==> src/rtl/ldo_pkg.sv <==
// Shared definitions for the LDO segment sequencers: array sizes, the
// sequencer state encoding and thermometer-code helper functions.
package ldo_pkg;

    localparam int N_SEG = 64;
    localparam int CNT_W = 7;
    localparam int DIV_W = 8;

    typedef enum logic [1:0] {
        S_HOLD = 2'd0,
        S_RAMP = 2'd1,
        S_OFF  = 2'd2
    } seq_state_e;

    // Count of ON segments -> active-high thermometer (bit i set when i < count).
    function automatic logic [N_SEG-1:0] bin2therm(input logic [CNT_W-1:0] count);
        logic [N_SEG-1:0] therm;
        therm = '0;
        for (int i = 0; i < N_SEG; i++) begin
            therm[i] = (i < int'(count));
        end
        return therm;
    endfunction

    // Active-low code is legal when its inverse is 2^k-1 (zeros packed at the bottom).
    function automatic logic therm_valid(input logic [N_SEG-1:0] code_n);
        logic [N_SEG-1:0] on_mask;
        on_mask = ~code_n;
        return ((on_mask & (on_mask + N_SEG'(1))) == '0);
    endfunction

    // Number of ON (low) bits in an active-low code.
    function automatic logic [CNT_W-1:0] therm2bin(input logic [N_SEG-1:0] code_n);
        logic [CNT_W-1:0] count;
        count = '0;
        for (int i = 0; i < N_SEG; i++) begin
            if (!code_n[i]) begin
                count = count + CNT_W'(1);
            end
        end
        return count;
    endfunction

endpackage

==> src/rtl/therm_code_check.sv <==
// Registered thermometer validator/encoder. A legal code updates the count
// one cycle later; an illegal code leaves the count alone and sets a sticky
// error. Narrower buses are padded with OFF bits so the shared helpers apply.
module therm_code_check
    import ldo_pkg::*;
#(
    parameter int W  = N_SEG,
    parameter int CW = CNT_W
) (
    input  logic          clk,
    input  logic          rst_n,
    input  logic [W-1:0]  code_n,
    input  logic          err_clr,
    output logic [CW-1:0] cnt,
    output logic [CW-1:0] cnt_nxt,
    output logic          err
);

    logic [N_SEG-1:0] ext_n;
    logic             code_ok;
    logic [CW-1:0]    cnt_d, cnt_q;
    logic             err_d, err_q;

    // Decode the code; a new illegal code beats a simultaneous clear.
    always_comb begin
        ext_n          = '1;
        ext_n[W-1:0]   = code_n;
        code_ok        = therm_valid(ext_n);
        cnt_d          = cnt_q;
        err_d          = err_q;
        if (err_clr) begin
            err_d = 1'b0;
        end
        if (code_ok) begin
            cnt_d = CW'(therm2bin(ext_n));
        end else begin
            err_d = 1'b1;
        end
    end

    // Accepted count and sticky error registers.
    always_ff @(posedge clk or negedge rst_n) begin
        if (!rst_n) begin
            cnt_q <= '0;
            err_q <= 1'b0;
        end else begin
            cnt_q <= cnt_d;
            err_q <= err_d;
        end
    end

    assign cnt     = cnt_q;
    assign cnt_nxt = cnt_d;
    assign err     = err_q;

endmodule

==> src/rtl/dldo_seg_sequencer.sv <==
// DLDO power-switch sequencer: slews the ON-segment count toward the accepted
// target one segment per step interval, with emergency force-off and a
// settled flag. The drive to the analog array is a registered thermometer.
module dldo_seg_sequencer
    import ldo_pkg::*;
(
    input  logic             clk,
    input  logic             rst_n,
    input  logic             enable,
    input  logic [N_SEG-1:0] tgt_en_n,
    input  logic [DIV_W-1:0] step_div,
    input  logic             force_off,
    input  logic             err_clr,
    output logic [N_SEG-1:0] seg_en_n,
    output logic [CNT_W-1:0] cur_count,
    output logic             settled,
    output logic             code_err
);

    logic [N_SEG-1:0] tgt_d, tgt_q;
    logic [CNT_W-1:0] tgt_cnt, tgt_cnt_nxt;
    seq_state_e       state_d, state_q;
    logic [DIV_W-1:0] div_cnt_d, div_cnt_q;
    logic [CNT_W-1:0] cur_count_d, cur_count_q;
    logic [CNT_W-1:0] step_cnt;
    logic [N_SEG-1:0] seg_en_n_d, seg_en_n_q;
    logic             settled_d, settled_q;

    therm_code_check #(
        .W  (N_SEG),
        .CW (CNT_W)
    ) u_check (
        .clk     (clk),
        .rst_n   (rst_n),
        .code_n  (tgt_q),
        .err_clr (err_clr),
        .cnt     (tgt_cnt),
        .cnt_nxt (tgt_cnt_nxt),
        .err     (code_err)
    );

    // Next-state logic: the edge leaving S_HOLD counts as the first divider
    // tick, so a fresh target steps step_div+1 cycles after it is accepted.
    always_comb begin
        tgt_d       = tgt_en_n;
        state_d     = state_q;
        div_cnt_d   = div_cnt_q;
        cur_count_d = cur_count_q;
        step_cnt    = (tgt_cnt > cur_count_q) ? cur_count_q + CNT_W'(1)
                                              : cur_count_q - CNT_W'(1);
        if (force_off) begin
            state_d     = S_OFF;
            cur_count_d = '0;
        end else begin
            case (state_q)
                S_OFF: begin
                    if (tgt_cnt == '0) begin
                        state_d = S_HOLD;
                    end else begin
                        state_d   = S_RAMP;
                        div_cnt_d = step_div;
                    end
                end
                S_HOLD: begin
                    if (enable && (tgt_cnt != cur_count_q)) begin
                        if (step_div == '0) begin
                            cur_count_d = step_cnt;
                            div_cnt_d   = '0;
                            state_d     = (step_cnt == tgt_cnt) ? S_HOLD : S_RAMP;
                        end else begin
                            div_cnt_d = step_div - DIV_W'(1);
                            state_d   = S_RAMP;
                        end
                    end
                end
                S_RAMP: begin
                    if (enable) begin
                        if (tgt_cnt == cur_count_q) begin
                            state_d = S_HOLD;
                        end else if (div_cnt_q == '0) begin
                            cur_count_d = step_cnt;
                            div_cnt_d   = step_div;
                            if (step_cnt == tgt_cnt) begin
                                state_d = S_HOLD;
                            end
                        end else begin
                            div_cnt_d = div_cnt_q - DIV_W'(1);
                        end
                    end
                end
                default: begin
                    state_d     = S_HOLD;
                    cur_count_d = '0;
                end
            endcase
        end
        seg_en_n_d = ~bin2therm(cur_count_d);
        settled_d  = !force_off && (cur_count_d == tgt_cnt_nxt);
    end

    // State, divider, count and analog drive registers.
    always_ff @(posedge clk or negedge rst_n) begin
        if (!rst_n) begin
            tgt_q       <= '1;
            state_q     <= S_HOLD;
            div_cnt_q   <= '0;
            cur_count_q <= '0;
            seg_en_n_q  <= '1;
            settled_q   <= 1'b1;
        end else begin
            tgt_q       <= tgt_d;
            state_q     <= state_d;
            div_cnt_q   <= div_cnt_d;
            cur_count_q <= cur_count_d;
            seg_en_n_q  <= seg_en_n_d;
            settled_q   <= settled_d;
        end
    end

    assign seg_en_n  = seg_en_n_q;
    assign cur_count = cur_count_q;
    assign settled   = settled_q;

endmodule

==> config.mk <==
export PLATFORM = sky130hd
export DESIGN_NAME = dldo_seg_sequencer
export DESIGN_NICKNAME = d
export VERILOG_FILES = /design/src/rtl/ldo_pkg.sv /design/src/rtl/therm_code_check.sv /design/src/rtl/dldo_seg_sequencer.sv
export SDC_FILE = /design/constraint.sdc
export NUM_CORES = 1
export LEC_CHECK = 0
export BUFFER_PORTS_ARGS = -buffer_cell sky130_fd_sc_hd__buf_4
export CORE_UTILIZATION = 57
export DETAILED_ROUTE_END_ITERATION = 12
export PLACE_DENSITY_LB_ADDON = 0.15
export SLEW_MARGIN = 30
export SYNTH_ARGS = -nofsm -noshare
export SYNTH_HDL_FRONTEND = slang
export SYNTH_SLANG_ARGS = --single-unit
==> constraint.sdc <==
create_clock -name clk -period 28.3 [get_ports clk]
set_input_delay 2.83 -clock clk [delete_from_list [all_inputs] [get_ports clk]]
set_output_delay 2.83 -clock clk [all_outputs]
set_load 0.01 [all_outputs]
==> Word level (Yosys, flattened, before mapping) <==
Index checks and enable logic that the tools add are counted.
{ "op_classes": {"add_sub_neg": 68, "n_lt_le_gt_ge": 65, "eq_ne": 15, "n_mux": 155, "n_bitwise": 4, "reduce_logical": 11} }
{ "ops": {"columns": ["op", "count"], "rows": [
  ["2-to-1 mux 7 bit", 134],
  ["adder 7 x 1 -> 7 bit, second input constant", 64],
  ["less-than comparator 6 x 7 -> 1 bit, first input constant", 32],
  ["inverter 64 bit", 2],
  ["less-than comparator 5 x 7 -> 1 bit, first input constant", 16],
  ["adder 64 x 1 -> 64 bit, second input constant", 1],
  ["bitwise AND 64 bit", 1],
  ["logical NOT 64 bit", 1],
  ["less-than comparator 4 x 7 -> 1 bit, first input constant", 8],
  ["2-to-1 mux 8 bit", 6],
  ["less-than comparator 3 x 7 -> 1 bit, first input constant", 4],
  ["one-hot mux 8 bit (3 select lines)", 1],
  ["== test 7 bit", 3],
  ["one-hot mux 7 bit (3 select lines)", 1],
  ["logical NOT 8 bit", 2],
  ["subtractor 8 x 1 -> 8 bit, second input constant", 2],
  ["less-than comparator 1 x 7 -> 1 bit, first input constant", 2],
  ["less-than comparator 2 x 7 -> 1 bit, first input constant", 2],
  ["2-to-1 mux 2 bit", 6],
  ["!= test 2 bit, second input constant", 5],
  ["!= test 4 bit, second input constant", 2],
  ["greater-than comparator 7 bit", 1],
  ["logical NOT 7 bit", 1],
  ["!= test 7 bit", 1],
  ["other kinds (13)", 20]
]} }
{ "totals": {"reg_bits": 154, "inputBits": 77, "elab_cells": 326} }

==> Longest topological paths before layout <==
Gate-level depths: netlist (run 1).
{ "depth": {"word_depth": 196, "mapped_depth": 196, "mapped_depth_nobuf": 196} }

==> Hierarchy <==
Synthesis (run 1) repeated with hierarchy kept, for this count alone.
{ "hier_totals": {"hier_cells": 2294, "hier_area_um2": 19025.7} }
{ "by_module_without_submodules": {"columns": ["module", "instances", "cells_each", "area_each_um2"], "rows": [
  ["therm_code_check", 1, 1780, 12756.0],
  ["dldo_seg_sequencer", 1, 514, 6269.8]
]} }

==> Worst setup path after synthesis (run 1) <==
OpenSTA, ideal clock, no wires.
{ "synth_timing": {"path_kind": "reg-to-reg", "startpoint": "reg tgt_q[0]", "endpoint": "reg settled_q, in the netlist settled", "setup_ns": 0.073, "arrival_ns": 31.345, "required_ns": 28.227, "slack_ns": -3.118, "stages_incl_launch_ff": 195, "path_buffers": 1, "cell_sequence": "dfstp_2 inv_1 ha_1 buf_4 xnor2_1 ha_1 xnor2_1 a211oi_1 a21oi_1 ha_1 nor2_1 inv_1 o21ai_0 xnor2_1 nor2_1 a21oi_1 ha_1 nand2b_1 [159 not listed] a21oi_1 ha_1 mux2_2 ha_1 mux2_2 ha_1 mux2i_1 inv_1 ha_1 nor2b_1 nand3_1 or4_1 mux2i_1 a21o_1 o211a_1 nor3_2 xnor3_1 a21oi_1"} }
{ "synth_via": {"elab_chain_len": 193} }
{ "synth_rtl": {"columns": ["item", "line", "text"], "rows": [
  ["start: declaration", "dldo_seg_sequencer.sv:20", "logic [N_SEG-1:0] tgt_d, tgt_q;"],
  ["start signal: assignment", "dldo_seg_sequencer.sv:111", "tgt_q <= tgt_d;"],
  ["2-to-1 mux 1 bit", "ldo_pkg.sv:37", "if (!code_n[i]) begin"],
  ["2-to-1 mux 7 bit", "therm_code_check.sv:34", "if (code_ok) begin"],
  ["adder 7 x 1 -> 7 bit", "ldo_pkg.sv:38", "count = count + CNT_W'(1);"],
  ["2-to-1 mux 7 bit", "ldo_pkg.sv:37", null],
  ["2-to-1 mux 7 bit", "therm_code_check.sv:34", null],
  ["adder 7 x 1 -> 7 bit", "ldo_pkg.sv:38", null],
  ["2-to-1 mux 7 bit", "ldo_pkg.sv:37", null],
  ["2-to-1 mux 7 bit", "therm_code_check.sv:34", null],
  ["[178 not listed]", null, null],
  ["2-to-1 mux 7 bit", "ldo_pkg.sv:37", null],
  ["2-to-1 mux 7 bit", "therm_code_check.sv:34", null],
  ["adder 7 x 1 -> 7 bit", "ldo_pkg.sv:38", null],
  ["2-to-1 mux 7 bit", "ldo_pkg.sv:37", null],
  ["2-to-1 mux 7 bit *", "therm_code_check.sv:34", null],
  ["== test 7 bit *", "dldo_seg_sequencer.sv:98", "settled_d = !force_off && (cur_count_d == tgt_cnt_nxt);"],
  ["logical AND 1 bit *", "dldo_seg_sequencer.sv:98", null],
  ["via settled_d", "dldo_seg_sequencer.sv:27", "logic settled_d, settled_q;"],
  ["end signal: assignment", "dldo_seg_sequencer.sv:116", "settled_q <= settled_d;"],
  ["end: declaration", "dldo_seg_sequencer.sv:27", null]
]} }
The timed path passes the listed nets; every way through them passes the cells marked *. The select of a mux whose other input is x is not followed.
A chain may end at the register's enable or synchronous reset.

==> Worst setup path in the final report (run 1) <==
{ "layout_timing": {"startpoint": "reg tgt_q[1]", "endpoint": "reg u_check.cnt_q[6], in the netlist u_check.cnt[6]"} }
{ "layout_via": {"elab_chain_len": 188} }
{ "layout_rtl": {"columns": ["item", "line", "text"], "rows": [
  ["2-to-1 mux 7 bit", "ldo_pkg.sv:37", null],
  ["2-to-1 mux 7 bit", "therm_code_check.sv:34", null],
  ["adder 7 x 1 -> 7 bit", "ldo_pkg.sv:38", null],
  ["2-to-1 mux 7 bit", "ldo_pkg.sv:37", null],
  ["2-to-1 mux 7 bit", "therm_code_check.sv:34", null],
  ["adder 7 x 1 -> 7 bit", "ldo_pkg.sv:38", null],
  ["2-to-1 mux 7 bit", "ldo_pkg.sv:37", null],
  ["2-to-1 mux 7 bit", "therm_code_check.sv:34", null],
  ["[173 not listed]", null, null],
  ["2-to-1 mux 7 bit", "therm_code_check.sv:34", null],
  ["adder 7 x 1 -> 7 bit", "ldo_pkg.sv:38", null],
  ["2-to-1 mux 7 bit", "ldo_pkg.sv:37", null],
  ["2-to-1 mux 7 bit", "therm_code_check.sv:34", null],
  ["adder 7 x 1 -> 7 bit", "ldo_pkg.sv:38", null],
  ["2-to-1 mux 7 bit", "ldo_pkg.sv:37", null],
  ["2-to-1 mux 7 bit *", "therm_code_check.sv:34", null],
  ["via tgt_cnt_nxt[6]", "dldo_seg_sequencer.sv:21", "logic [CNT_W-1:0] tgt_cnt, tgt_cnt_nxt;"],
  ["end signal: assignment", "therm_code_check.sv:47", "cnt_q <= cnt_d;"],
  ["end: declaration", "therm_code_check.sv:21", "logic [CW-1:0] cnt_d, cnt_q;"]
]} }
Marks and branches as above.

==> results of run 1 <==
metrics by stage:
stage | setup TNS, ns | utilization | hold slack, ns | worst slack [ns]
floorplan | -9.92 | - | 0.484 | -2.03
global placement | -10.98 | 0.677 | 0.513 | -2.16
detailed placement | -19.03 | 0.678 | 0.516 | -3.31
CTS | -14.75 | 0.718 | 0.535 | -2.69
global route | -31.80 | 0.734 | 0.552 | -5.11
finish | -18.76 | 0.734 | 0.535 | -3.25
worst max path at each step:
stage / from / to / slack, ns
final: tgt_q[1]$_DFF_PN1_ / u_check.cnt[6]$_DFF_PN0_ / -3.25
after global routing: tgt_q[1]$_DFF_PN1_ / u_check.cnt[6]$_DFF_PN0_ / -5.11
after CTS: tgt_q[1]$_DFF_PN1_ / u_check.cnt[6]$_DFF_PN0_ / -2.69
after detailed placement: tgt_q[0]$_DFF_PN1_ / settled$_DFF_PN1_ / -3.31
after global placement: tgt_q[0]$_DFF_PN1_ / settled$_DFF_PN1_ / -2.16
after floorplan: tgt_q[1]$_DFF_PN1_ / settled$_DFF_PN1_ / -2.03
what timing repair did:
item                       4_1_cts  5_1_grt
pin swaps                       92       42
gates resized for setup         37       71
buffers inserted                73       24
setup endpoints to repair        7        7
final cells by class:
| class | count | area [um^2] |
|---|---|---|
| clock buffers | 17 | 425 |
| clock inverters | 15 | 178 |
| fillers | 2495 | 8890 |
| inverters | 95 | 357 |
| multi-input cells | 2043 | 15400 |
| flip-flops and latches | 154 | 4020 |
| well taps | 448 | 561 |
| repair buffers | 485 | 3650 |
critical path, delay by kind of cell, from the launching register on:
family,cells,cell delay (ns)
simple gates,42,4.77
flops,1,0.56
mux,12,2.75
xor+xnor,27,4.15
buf+inv,24,2.64
fa+ha+maj,31,8.31
compound gates,57,8.20
registers in the layout, indices dropped and copies added (netlist names):
register	flops
tgt_q	64
seg_en_n	64
settled	1
state_q	2
u_check.err	1
u_check.cnt	7
div_cnt_q	8
cur_count	7
placed cells by master, fill, tap and decap left out, types with 21 or more instances in the layout:
| cell type | n |
|---|---|
| buf_4 | 483 |
| xnor2_1 | 220 |
| nand2_1 | 209 |
| nor2_1 | 207 |
| dfstp_2 | 129 |
| a21oi_1 | 124 |
| o21ai_0 | 117 |
| xor2_1 | 108 |
| inv_1 | 85 |
| nand2b_1 | 68 |
| nor2b_1 | 66 |
| nor3_1 | 66 |
| ha_1 | 66 |
| xnor2_2 | 42 |
| nand3_1 | 41 |
| nor4_1 | 34 |
| a31oi_1 | 32 |
| and2_1 | 31 |
| or3_1 | 29 |
| nand4_1 | 25 |
| dfrtp_1 | 25 |
| xnor3_1 | 22 |
| a211oi_1 | 22 |
| o21ai_1 | 21 |
| o22ai_1 | 21 |
cell families (layout without fill, tap and decap cells):
family / Yosys count / in the layout / synth area share
compound gates: 558 / 558 / 0.186
xor+xnor: 425 / 425 / 0.238
fa+ha+maj: 84 / 84 / 0.0544
buf+inv: 206 / 612 / 0.0414
flops: 154 / 154 / 0.208
mux: 47 / 47 / 0.0265
simple gates: 929 / 929 / 0.246
per-layer routing:
layer,GRT usage,wire length [um],up-vias
met4,0.156,2140,0
li1,-,-,9296
met1,0.378,23100,9410
met5,0,0,-
met3,0.0473,3060,143
met2,0.564,28400,693
==> results.toml, run 1 <==
[outcome]
result_of_the_run = "finished with violations"
violations = "setup timing"

[yosys]
async_reset_ff_frac = 1.00
post_synth_main_area_contributors = "dfstp_2 (18%), xnor2_1 (11%), ha_1 (5.2%)"
synth_enable_flop_cells = 0
netlist_area_um2 = 19300
synth_most_common_cell = "xnor2_1"
yosys-top-cells-count = "xnor2_1 (237), nor2_1 (219), nand2_1 (215)"
post_synth.cell_area_avg_um2 = 8.04
synth_top_cell_by_area = "dfstp_2"
ys_seq_elements = 154
synth_sequential_area_ratio = 0.208
synth_flop_cell = "dfstp_2"
number_of_warnings_issued_by_yosys = 0
synthCells = 2403
portion_of_synthesized_cell_area_occupied_by_the_leading_cell_type = 0.175
post_synthesis_net_count = 2561
cell_variety_after_synth = 100

[clock_network]
hold_buffers = 0
tritoncts = "built"
clk_pin_slew_worst_paths_ns = 0.09
clk_latency_ns = 0.47
cts_made_buffers = 17
cts_buffer_depth = 2
ctsHtreeMaxLevel = 4
clkSinkCount = 154
ctsRootBufferMaster = "clkbuf_16"

[setup_path]
category_of_the_worst_setup_path_launch_point = "flop"
worst_path_largest_cell_delay_ns = 0.56
critPathKind = "flop to flop"
cp_max_fo = 3
reg2reg_depth = 193
setup.worst_path.end_class = "flop"
endpoint_of_the_worst_slack_reg_to_reg_timing_path = "u_check.cnt[6]$_DFF_PN0_"
worst_r2r_startpoint = "tgt_q[1]$_DFF_PN1_"
worst-endpoint-required_ns = 28.63
crit_path_frequent_cell = "ha_1"
critical_path_arrival_ns = 31.88
timing.critical_path.slowest_stage_cell = "dfstp_2"
reg2reg_slack_ns = -3.25

[global_route]
grt_overflow = 0
initial_antenna_violation_count = 0
grt_max_degree = 88
grtUsageTotal = 0.319
grt_first_pass_wirelength_mm = 89.0
via_count_of_the_first_global_routing_pass = 18910

[drt]
drt_first_iter_violations = 1272
number_of_vias_after_detailed_routing = 19542
first_pass_iters = 5
detail_route.drc_violations = 0
route.detailed.vias_per_inst = 6.00
wl_mm = 56.7
drtAntennaViolNets = 0
final_routed_wire_length_divided_by_cell_count_um = 17.4

[placement]
dpl.hpwl_mm = 41.9
area_after_detailed_placement_um2 = 22700
place_congestion = 0.936
buffers_on_ports = 149
post-place-cells = 3128

[timing]
worst_clock_skew_ns = 0.0184
transition_at_the_pin_with_the_smallest_max_transition_slack_ns = 1.14
share_of_the_clock_period_used_by_the_worst_path_after_layout = 1.11
slew_viol_final = 0
grt_setup_unrepaired = "true"
slew-limit-headroom = 0.238
setup_viol = 7
finalCriticalPeriod_ns = 31.55
post-route-worst-setup-slack_ns = -3.25
timing_hold_violations_final = 0
clock.fmax_ghz = 0.0317

[finish]
stdcell_count = 3257
antenna_cells_inserted = 0
flow.area_growth_from_synthesis_pct = 27.1
fin_nets = 2954
final_layout_size_suffix_gt1_frac = 0.316
post-route-cell-area_um2 = 24600

[min_path]
worstHoldPathType = "flop to flop"
whs_endpoint = "div_cnt_q[4]$_DFFE_PN0P_"
hold_path_depth = 2
timing.hold.worst.start = "div_cnt_q[4]$_DFFE_PN0P_"

[floorplanning]
row_count = 67
die_w_um = 186
fp.dieArea_um2 = 34600
die_height_um = 186
initial_core_util = 0.578
core_um2 = 33400
io-pin-count = 150

[flow_run]
maxCapViolCount = 0
Power of run 1 is left out: the tool's default activity adds up to more than one toggle a clock period on the data nets, which glitch-free logic cannot reach.
==> run 2: changes to the inputs <==
- BUFFER_PORTS_ARGS: -buffer_cell sky130_fd_sc_hd__buf_4 -> -buffer_cell sky130_fd_sc_hd__buf_2
==> run 2 against run 1 <==
Compared with the run above:
- the run still ends with setup timing left
- global-route usage down 0.62 points
- cell area down 2.2%
- non-clock buffer count down 20
- first-iteration DRC count down 3.3%
- fmax about the same
- largest cell class unchanged
- sequential share of layout area up 0.37 points
==> results.toml, run 2 (synthesis gave the netlist of run 1 again) <==
[floorplanning]
fp.dieArea_um2 = 34600
die_height_um = 186
row_count = 67
io-pin-count = 150
die_w_um = 186
core_um2 = 33400
initial_core_util = 0.578

[drt]
route.detailed.vias_per_inst = 5.97
drtAntennaViolNets = 0
number_of_vias_after_detailed_routing = 19316
detail_route.drc_violations = 0
wl_mm = 55.5
first_pass_iters = 7
final_routed_wire_length_divided_by_cell_count_um = 17.2
drt_first_iter_violations = 1230

[setup_path]
critical_path_arrival_ns = 31.94
critPathKind = "flop to flop"
endpoint_of_the_worst_slack_reg_to_reg_timing_path = "u_check.cnt[6]$_DFF_PN0_"
crit_path_frequent_cell = "ha_1"
reg2reg_depth = 190
category_of_the_worst_setup_path_launch_point = "flop"
worst-endpoint-required_ns = 28.67
setup.worst_path.end_class = "flop"
cp_max_fo = 4
worst_path_largest_cell_delay_ns = 0.56
reg2reg_slack_ns = -3.27
timing.critical_path.slowest_stage_cell = "dfstp_2"
worst_r2r_startpoint = "tgt_q[0]$_DFF_PN1_"

[timing]
post-route-worst-setup-slack_ns = -3.27
setup_viol = 7
clock.fmax_ghz = 0.0317
finalCriticalPeriod_ns = 31.57
timing_hold_violations_final = 0
slew_viol_final = 0
grt_setup_unrepaired = "true"
worst_hold_slack_ns = 0.535
slew-limit-headroom = 0.216
transition_at_the_pin_with_the_smallest_max_transition_slack_ns = 1.17
worst_clock_skew_ns = 0.0162
share_of_the_clock_period_used_by_the_worst_path_after_layout = 1.12

[global_route]
initial_antenna_violation_count = 1
grt_overflow = 0
via_count_of_the_first_global_routing_pass = 18456
grtUsageTotal = 0.313
grt_max_degree = 95
grt_first_pass_wirelength_mm = 87.6

[min_path]
worstHoldPathType = "flop to flop"
whs_endpoint = "div_cnt_q[4]$_DFFE_PN0P_"
timing.hold.worst.start = "div_cnt_q[4]$_DFFE_PN0P_"
hold_path_depth = 2

[finish]
flow.area_growth_from_synthesis_pct = 24.2
stdcell_count = 3238
layout.core_utilization = 0.718
mostFrequentLayoutCell = "buf_4"
num-fill-cells = 2532
post-route-cell-area_um2 = 24000
layout_common_cells = "buf_4 (314), xnor2_1 (221), nand2_1 (208)"
fin_nets = 2934
final_layout_size_suffix_gt1_frac = 0.311

[clock_network]
clk_pin_slew_worst_paths_ns = 0.08
ctsHtreeMaxLevel = 4
clk_latency_ns = 0.46
cts_buffer_depth = 2
cts_made_buffers = 17
tritoncts = "built"
ctsRootBufferMaster = "clkbuf_16"
clkSinkCount = 154

[placement]
area_after_detailed_placement_um2 = 22300
place_congestion = 0.927
buffers_on_ports = 149
dpl.hpwl_mm = 41.7
post-place-cells = 3125

[flow_run]
maxCapViolCount = 0

[outcome]
violations = "setup timing"
result_of_the_run = "finished with violations"
==> run 2: cell type report <==
type / count / area [um^2] / area share
antenna: 1 / 2.50 / 0.000104
tap: 448 / 561 / 0.0233
multi-input combinational: 2043 / 15400 / 0.639
timing repair buffer: 465 / 3130 / 0.130
inverter: 95 / 357 / 0.0149
clock buffer: 18 / 439 / 0.0183
clock inverter: 14 / 151 / 0.00631
sequential: 154 / 4020 / 0.167
==> run 2: timing repair <==
action                     4_1_cts  5_1_grt
hold endpoints to repair         0        0
buffers inserted                60       21
hold buffers                     0        0
gates resized for setup         35       68
setup endpoints to repair        7        7
pin swaps                       91       38
==> run 2: worst max path at each step <==
stage | startpoint | end | depth (start not counted)
2_1_floorplan | tgt_q[1]$_DFF_PN1_ | settled$_DFF_PN1_ | 195
6_report | tgt_q[0]$_DFF_PN1_ | u_check.cnt[6]$_DFF_PN0_ | 190
3_5_place_dp | tgt_q[1]$_DFF_PN1_ | settled$_DFF_PN1_ | 195
5_1_grt | tgt_q[1]$_DFF_PN1_ | u_check.cnt[6]$_DFF_PN0_ | 192
3_3_place_gp | tgt_q[1]$_DFF_PN1_ | settled$_DFF_PN1_ | 194
4_1_cts | tgt_q[0]$_DFF_PN1_ | u_check.cnt[6]$_DFF_PN0_ | 194
==> run 2: metrics by stage <==
stage | setup TNS (ns) | setup slack (ns)
floorplan | -9.92 | -2.03
CTS | -15.76 | -2.82
global route | -30.85 | -4.99
global placement | -11.49 | -2.20
finish | -18.98 | -3.27
detailed placement | -20.20 | -3.51
==> run 2: metal layers <==
layer	vias up	wire (um)	global-route usage
met5	-	0	0
met1	9274	22900	0.377
met2	658	28000	0.563
met3	124	2960	0.0425
met4	0	1690	0.121
li1	9260	-	-
==> run 2: worst max-delay path, delay by kind of cell (launching register included) <==
family / cells / cell delay, ns
AOI/OAI and AO/OA: 54 / 7.32
xor gates and xnor gates: 28 / 4.92
adders and majority gates: 33 / 8.92
buffers and inverters: 7 / 0.55
DFF: 1 / 0.56
muxes: 11 / 2.49
and+or+nand+nor: 57 / 6.66
Power of run 2 is left out for the same reason.
